$ cat config.mk
export PLATFORM = sky130hd
export DESIGN_NAME = serial_to_parallel_rx
export DESIGN_NICKNAME = d
export VERILOG_FILES = /design/src/rtl/serial_to_parallel_rx.sv
export SDC_FILE = /design/constraint.sdc
export NUM_CORES = 1
export LEC_CHECK = 0
export CAP_MARGIN = 30
export CORE_MARGIN = 2
export CORE_UTILIZATION = 55
export CTS_BUF_LIST = sky130_fd_sc_hd__clkbuf_4 sky130_fd_sc_hd__clkbuf_8
export CTS_CLUSTER_DIAMETER = 30
export DETAILED_ROUTE_END_ITERATION = 8
export GPL_TIMING_DRIVEN = 1
export PLACE_DENSITY = 0.89
export SYNTH_ARGS = -nofsm -noshare
export SYNTH_HDL_FRONTEND = slang
export SYNTH_SLANG_ARGS = --single-unit
$ cat constraint.sdc
create_clock -name clk_32f -period 4.39 [get_ports clk_32f]
set_input_delay 0.439 -clock clk_32f [delete_from_list [all_inputs] [get_ports clk_32f]]
set_output_delay 0.439 -clock clk_32f [all_outputs]
set_load 0.005 [all_outputs]
$ cat src/rtl/serial_to_parallel_rx.sv
`default_nettype none
// ============================================================================
// serial_to_parallel_rx : comma-aligned serial-to-byte deserializer, MSB first
// Revision 1.0
// ============================================================================
module serial_to_parallel_rx #(
   parameter logic [7:0] COMMA     = 8'hBC,
   parameter int         COMMA_NUM = 4
) (
   input  logic       clk_32f,
   input  logic       reset,
   input  logic       data_in,
   output logic [7:0] data_rx000,
   output logic       valid_rx000,
   output logic       byte_stb,
   output logic       active
);

   localparam int                c_BC_W   = $clog2(COMMA_NUM + 1);
   localparam logic [c_BC_W-1:0] c_BC_ONE = c_BC_W'(1);
   localparam logic [c_BC_W-1:0] c_BC_TGT = c_BC_W'(COMMA_NUM);

   typedef enum logic [1:0] {
      ST_SEARCH = 2'd0,
      ST_ALIGN  = 2'd1,
      ST_SYNC   = 2'd2
   } state_t;

   state_t            r_state;
   logic [7:0]        r_sr;
   logic [2:0]        r_bit_cnt;
   logic [c_BC_W-1:0] r_bc_cnt;

   logic [7:0]        w_win;
   logic              w_comma;
   logic              w_bound;
   logic [c_BC_W-1:0] w_bc_next;

   // Window includes the bit being sampled now, so a byte is seen on its last bit
   assign w_win     = {r_sr[6:0], data_in};
   assign w_comma   = (w_win == COMMA);
   assign w_bound   = (r_bit_cnt == 3'd7);
   assign w_bc_next = r_bc_cnt + c_BC_ONE;

   always_ff @(posedge clk_32f or negedge reset) begin
      if (!reset) begin
         r_state     <= ST_SEARCH;
         r_sr        <= 8'h00;
         r_bit_cnt   <= 3'd0;
         r_bc_cnt    <= '0;
         data_rx000  <= 8'h00;
         valid_rx000 <= 1'b0;
         byte_stb    <= 1'b0;
         active      <= 1'b0;
      end else begin
         r_sr      <= w_win;
         r_bit_cnt <= r_bit_cnt + 3'd1;
         byte_stb  <= 1'b0;
         case (r_state)
            ST_SEARCH: begin
               if (w_comma) begin
                  r_bit_cnt <= 3'd0;
                  r_bc_cnt  <= c_BC_ONE;
                  if (COMMA_NUM == 1) begin
                     r_state <= ST_SYNC;
                     active  <= 1'b1;
                  end else begin
                     r_state <= ST_ALIGN;
                  end
               end
            end
            ST_ALIGN: begin
               if (w_bound) begin
                  if (w_comma) begin
                     r_bc_cnt <= w_bc_next;
                     if (w_bc_next == c_BC_TGT) begin
                        r_state <= ST_SYNC;
                        active  <= 1'b1;
                     end
                  end else begin
                     r_state  <= ST_SEARCH;
                     r_bc_cnt <= '0;
                  end
               end
            end
            ST_SYNC: begin
               // Commas in lock are idle fill: strobed but never flagged valid
               if (w_bound) begin
                  byte_stb <= 1'b1;
                  if (w_comma) begin
                     data_rx000  <= 8'h00;
                     valid_rx000 <= 1'b0;
                  end else begin
                     data_rx000  <= w_win;
                     valid_rx000 <= 1'b1;
                  end
               end
            end
            default: begin
               r_state <= ST_SEARCH;
            end
         endcase
      end
   end

endmodule
`default_nettype wire

==> summary.txt <==
Status
  – Status: finished clean

STA
  – Final Skew: 0.009734 ns
  – Least-Margin Pin Slew: 0.6136 ns
  – Worst hold margin: 0.4241 ns
  – Highest clock rate: 527.3 MHz
  – Tmin final: 1.896 ns
  – RSZ-0062 raised after global routing: false
  – Total negative slack: 0 ns
  – Fin crit share: 43.20%
  – Final setup violation count: 0
  – Final hold violations: 0
  – Slew Limit Headroom: 58.97%
  – Final Max Tran Viols: 0

Worst setup path
  – CP peak stage delay: 0.40 ns
  – CP Capture Type: flip-flop
  – Worst R2R Setup Slack: 2.49 ns
  – Startpoint Class: flip-flop
  – Crit path kind: flip-flop to flip-flop
  – Worst EP required: 4.58 ns
  – Crit-path slowest cell: dfrtp_1
  – Worst path cell trace: ha_1 -> ha_1 -> nand3b_1 -> clkinv_1 -> nand2_1 -> o21ai_0
  – Crit path max-delay family: simple AND/OR/NAND/NOR gates
  – Buf/Inv on CP: 1
  – Cell repeated most along the worst path: ha_1
  – CP Max Fanout: 11
  – Crit path DAT: between 2 and 2.5 ns

Place
  – Port bufs: 13
  – RD Place Congestion: 0.8361
  – Post-DP HPWL: 1426 µm

GRT
  – Vias in the first global route: ~730
  – Global Route Usage Sum: between 20% and 30%
  – Global route total overflow: 0
  – Initial antenna violation count: 0
  – Largest net degree at the start of global routing: 15
  – First-pass GRT wire length: between 3000 and 4000 µm

Power and ir drop
  – Tot Pwr: 0.3679 mW
  – Pleak: 0.5716 nW
  – Power density over the cells: 297.6 nW/µm²
  – Maximum VDD drop: around 0.00028 V

Clocking
  – Setup Fix Bufs, Post-CTS: 0
  – Clk_lat worst skew: 0.32 ns
  – Clk sink count: 26
  – Post-CTS sizing: 0
  – CTS Buffer Depth: 2
  – Num CTS Buffers: 3
  – CTS tree: done
  – Root Buffer: clkbuf_4
  – H-Tree Depth: 1
  – Clock-pin slew on the worst setup and hold paths: approximately 0.13 ns
  – Hold Buf Count CTS: 0

Floorplan
  – Core Area: 1783 µm²
  – Die area: 2309 µm²
  – Die height: 48.05 µm
  – IO Count: 14
  – Die X: roughly 48 µm
  – Starting Density: 59.86%
  – FP Rows: 15

Final layout
  – Most frequent cells in the layout: 26 x dfrtp_1, 20 x nand2_1, 13 x clkdlybuf4s50_1, 9 x o21ai_0, 4 x ha_1
  – Share of post-route cells with drive strength above 1: approximately 5.6%
  – Diode count: 0
  – Most common cell after layout, fill and taps aside: dfrtp_1
  – Final #Nets: 116
  – Layout area overhead: 15.83%

Logic synthesis
  – Synth unique cells: 27
  – Post-synthesis register bit count: 26
  – YS warnings: 0
  – Post-synthesis cell area: about 1100 µm²
  – Sequential share of the synthesized area: 60.96%
  – Syn nets: roughly 100
  – Mapped Cells: 94
  – Syn Area/Cell: 11.35 µm²

Detailed routing
  – DR pass1 iterations: 4
  – WL/cell: 14.80 µm
  – Post-DR vias/cell: 5.561
  – DR DRC count: 0
  – Initial DRC count: 20
  – ANT nets after route: 0
  – DR vias: 734
  – Drt total wl: 1953 µm

Worst hold path
  – Worst hold path type: flip-flop to flip-flop

Job
  – # Max-Cap Violations: 0
-- metal layers --
layer	vias to the layer above	global-route usage, %	share of wire, %
li1	356	-	-
met1	360	28.26	47
met2	13	35.20	48
met3	5	3.774	2.4
met4	0	11.89	2.3
met5	-	0	0
-- cell families after synthesis --
logic type                 after synthesis  synth area share (%)
and+or+nand+nor                         36                 18.17
adders and majority gates                4                 4.690
buffers and inverters                    7                 3.869
AOI/OAI and AO/OA                       20                 11.49
DFF                                     26                 60.96
xor gates and xnor gates                 1                0.8208
-- flip-flops by register name (all words and copies together) (netlist names) --
signal	cells
active	1
r_bc_cnt	3
r_bit_cnt	3
r_state	2
byte_stb	1
r_sr	7
data_rx000	8
valid_rx000	1
-- metrics by stage --
| stage | cells | util, % | setup slack [ns] | cell area (µm²) |
|---|---|---|---|---|
| 2_1_floorplan | 94 | - | 2.993 | 1067 |
| 3_3_place_gp | 128 | 67.23 | 2.630 | 1199 |
| 3_5_place_dp | 129 | 68.07 | 2.516 | 1214 |
| 4_1_cts | 132 | 69.33 | 2.474 | 1236 |
| 5_1_grt | 132 | 69.33 | 2.378 | 1236 |
| 6_report | 132 | 69.33 | 2.494 | 1236 |
-- synth_stat cells (all sizes together) --
cell / instances / area (µm²)
nand2: 20 / 75.07
a21boi: 2 / 15.01
nand3b: 3 / 22.52
ha: 4 / 50.05
inv: 2 / 7.510
dfrtp: 26 / 650.6
nand4: 2 / 12.51
nor2b: 2 / 12.51
o2111ai: 1 / 8.760
o22ai: 1 / 6.260
and4b: 2 / 20.02
clkinv: 1 / 3.750
xor2: 1 / 8.760
and2: 1 / 8.760
o211a: 1 / 10.01
clkbuf: 2 / 7.510
nand3: 2 / 10.01
nor4bb: 1 / 10.01
a31oi: 1 / 6.260
buf: 2 / 22.52
nor2: 1 / 3.750
nand2b: 1 / 6.260
a21oi: 3 / 15.01
and4bb: 1 / 12.51
o21ai: 9 / 45.04
o311ai: 1 / 8.760
o21bai: 1 / 7.510
-- final cells by class --
cell class,count,area [µm²]
flip-flops and latches,26,650.6
fillers,128,546.8
multi-input cells,61,375.4
repair buffers,14,145.1
well taps,25,31.28
clock buffers,3,22.52
inverters,3,11.26
-- worst paths after layout --
path / startpoint / endpoint / cells after the start
worst min register to register: r_sr[2]$_DFF_PN0_ / r_sr[3]$_DFF_PN0_ / 0
worst max register to register: r_bit_cnt[0]$_DFF_PN0_ / data_rx000[4]$_DFFE_PN0P_ / 6
min in group asynchronous: reset / data_rx000[5]$_DFFE_PN0P_ / 1
worst max-delay path: r_bit_cnt[0]$_DFF_PN0_ / data_rx000[4]$_DFFE_PN0P_ / 6
worst min-delay path: r_sr[2]$_DFF_PN0_ / r_sr[3]$_DFF_PN0_ / 0
max in group asynchronous: reset / r_state[1]$_DFFE_PN0P_ / 2
-- power by group --
group          leakage [nW]  internal [mW]  switching [mW]
Combinational         0.255         0.0112         0.00951
Sequential            0.303          0.247         0.00465
Clock                0.0138         0.0322          0.0639
Note: power is estimated with default switching activity, not from simulation.
==> RTL edit, RTL diff (same settings) <==
Put one more register stage on the output `data_rx000`, cleared by the reset. The value now appears one clock later. The other outputs are not delayed to match.
--- a/src/rtl/serial_to_parallel_rx.sv
+++ b/src/rtl/serial_to_parallel_rx.sv
@@ -27,4 +27,6 @@
    } state_t;
 
+   logic [7:0] data_rx000_s0;
+
    state_t            r_state;
    logic [7:0]        r_sr;
@@ -49,5 +51,5 @@
          r_bit_cnt   <= 3'd0;
          r_bc_cnt    <= '0;
-         data_rx000  <= 8'h00;
+         data_rx000_s0 <= 8'h00;
          valid_rx000 <= 1'b0;
          byte_stb    <= 1'b0;
@@ -89,8 +91,8 @@
                   byte_stb <= 1'b1;
                   if (w_comma) begin
-                     data_rx000  <= 8'h00;
+                     data_rx000_s0 <= 8'h00;
                      valid_rx000 <= 1'b0;
                   end else begin
-                     data_rx000  <= w_win;
+                     data_rx000_s0 <= w_win;
                      valid_rx000 <= 1'b1;
                   end
@@ -104,4 +106,12 @@
    end
 
+   always_ff @(posedge clk_32f or negedge reset) begin
+      if (!reset) begin
+         data_rx000 <= '0;
+      end else begin
+         data_rx000 <= data_rx000_s0;
+      end
+   end
+
 endmodule
 `default_nettype wire
Function: no difference found for any inputs over 10 cycles, from zero or initial values and one cycle with reset low; that may be too few to reach the edited logic, so the function may still have changed.
==> RTL edit against the original RTL <==
First-iteration DRC count fell by 40%. Global-route usage fell by 2.9 points. Wire length rose by 2.9%. Critical endpoint is now data_rx000_s0[4]. Critical path type unchanged. Clock power rose by 85%. Worst setup slack improved by 40 ps. Largest cell class unchanged. Synthesized area rose by 19%. Synthesized cell count rose by 8.5%. Final area rose by 19%. Sequential cell count rose by 8. Total power rose by 44%. Clock skew fell by 5.5 ps. Sequential share of layout area rose by 5.1 points.
==> RTL edit: results (changes against the original RTL) <==
first-pass GRT wire length 3670 um (+11%); skew final 4.19 ps (-5.54 ps); Slew HR 73.5% (+15 points); sequential cell area fraction in the yosys report 67.1% (+6.2 points); max incr delay on CP a little under 400 ps; Setup crit end data_rx000_s0[4]; worst r2r path cells 6 (unchanged); GPL Wtd Cong 0.961 (+15%); GRT Total Usage 19.1% (-2.9 points); Leakage Power 0.687 nW (+20%); vias in the first global route 835 (+15%); syn_nets 109 (+7.9%); Post-synth ARST share 100% (unchanged); Final #Nets 126 (+8.6%); wire per inst 13.6 um (-8.2%); setup_tns 0 ps (unchanged); Synth area leaders dfrtp_1, nand2_1, ha_1; worst vdd ir 0.276 mV (-0.84%); initial DRC count 12 (-40%); CTS clock-pin slew for the worst setup and hold paths 90 ps (-40 ps); largest net degree at the start of global routing 35 (+20); First-pass DRT Iterations 4 (unchanged); Top Registers data_rx000 (8), data_rx000_s0 (8), r_sr (7); crit path DAT 2050 ps (-40 ps); Post-CTS Setup Bufs 0 (unchanged); H-tree levels 2 (+1); status complete, no violations; placed cell count 140 (+8.5%); crit share post-route 42.3% (-0.90 points); Avg Inst Size Synth 12.4 um^2 (+9.4%); via count 824 (+12%); share of layout cells above drive strength 1 9.17% (+3.6 points); WL final 2010 um (+2.9%); Synth top cells by count dfrtp_1, nand2_1, o21ai_0; total CTS buffers 5 (+2); post-DP HPWL 1430 um (+0.48%); CP Max Fanout 11 (unchanged)
[RTL edit: cell count changes in the layout (fill, tap and decap cells not counted), sizes merged]
cell,before,now
clkbuf,3,7
dfrtp,26,34
clkinv,1,2
[RTL edit: final cells by class]
cell class                 instances  area (um^2)
clock buffer                       7         58.8
clock inverter                     1         5.00
fill                             155          717
inverter                           3         11.3
multi-input combinational         61          375
sequential                        34          851
tap                               28         35.0
timing repair buffer              14          138
[RTL edit: worst min-delay path by stage]
stage                           startpoint            end  slack (ps)
after CTS                 data_rx000_s0[6]  data_rx000[6]         390
after detailed placement  data_rx000_s0[6]  data_rx000[6]         370
after floorplan                      reset         active         140
after global placement    data_rx000_s0[5]  data_rx000[5]         370
final                     data_rx000_s0[6]  data_rx000[6]         390
after global routing      data_rx000_s0[6]  data_rx000[6]         410
[RTL edit: metrics by stage]
step	cell area, um^2	power (mW)
final	1470	0.528
after global routing	1470	0.554
after CTS	1470	0.534
after detailed placement	1410	0.357
after global placement	1410	0.356
after floorplan	1270	0.339
[RTL edit: layer usage]
metal	track usage, %	vias to the layer above	part of all wire (%)
li1	-	383	-
met1	23.4	421	44
met2	30.6	18	52
met3	6.61	2	4.5
met4	7.89	0	0.35
met5	0	-	0
[RTL edit: cells by family after synthesis]
kind of cell | count (synthesis) | synth area share (%)
AOI/OAI and AO/OA | 20 | 9.67
xor gates and xnor gates | 1 | 0.691
adders and majority gates | 4 | 3.95
buffers and inverters | 7 | 3.26
DFF | 34 | 67.1
and+or+nand+nor | 36 | 15.3
[RTL edit: power breakdown]
group / switching (mW) / internal [mW]
clock network: 0.0940 / 0.0838
registers: 0.00554 / 0.324
logic: 0.0103 / 0.0106
[RTL edit: critical path, delay by kind of cell, from the launching register on]
kind | cells | cell delay, ps
AO/OA/AOI/OAI | 1 | 90
adder cells (fa/ha/maj) | 2 | 460
buffers and inverters | 1 | 310
flip-flops | 1 | 390
AND/OR/NAND/NOR | 2 | 470
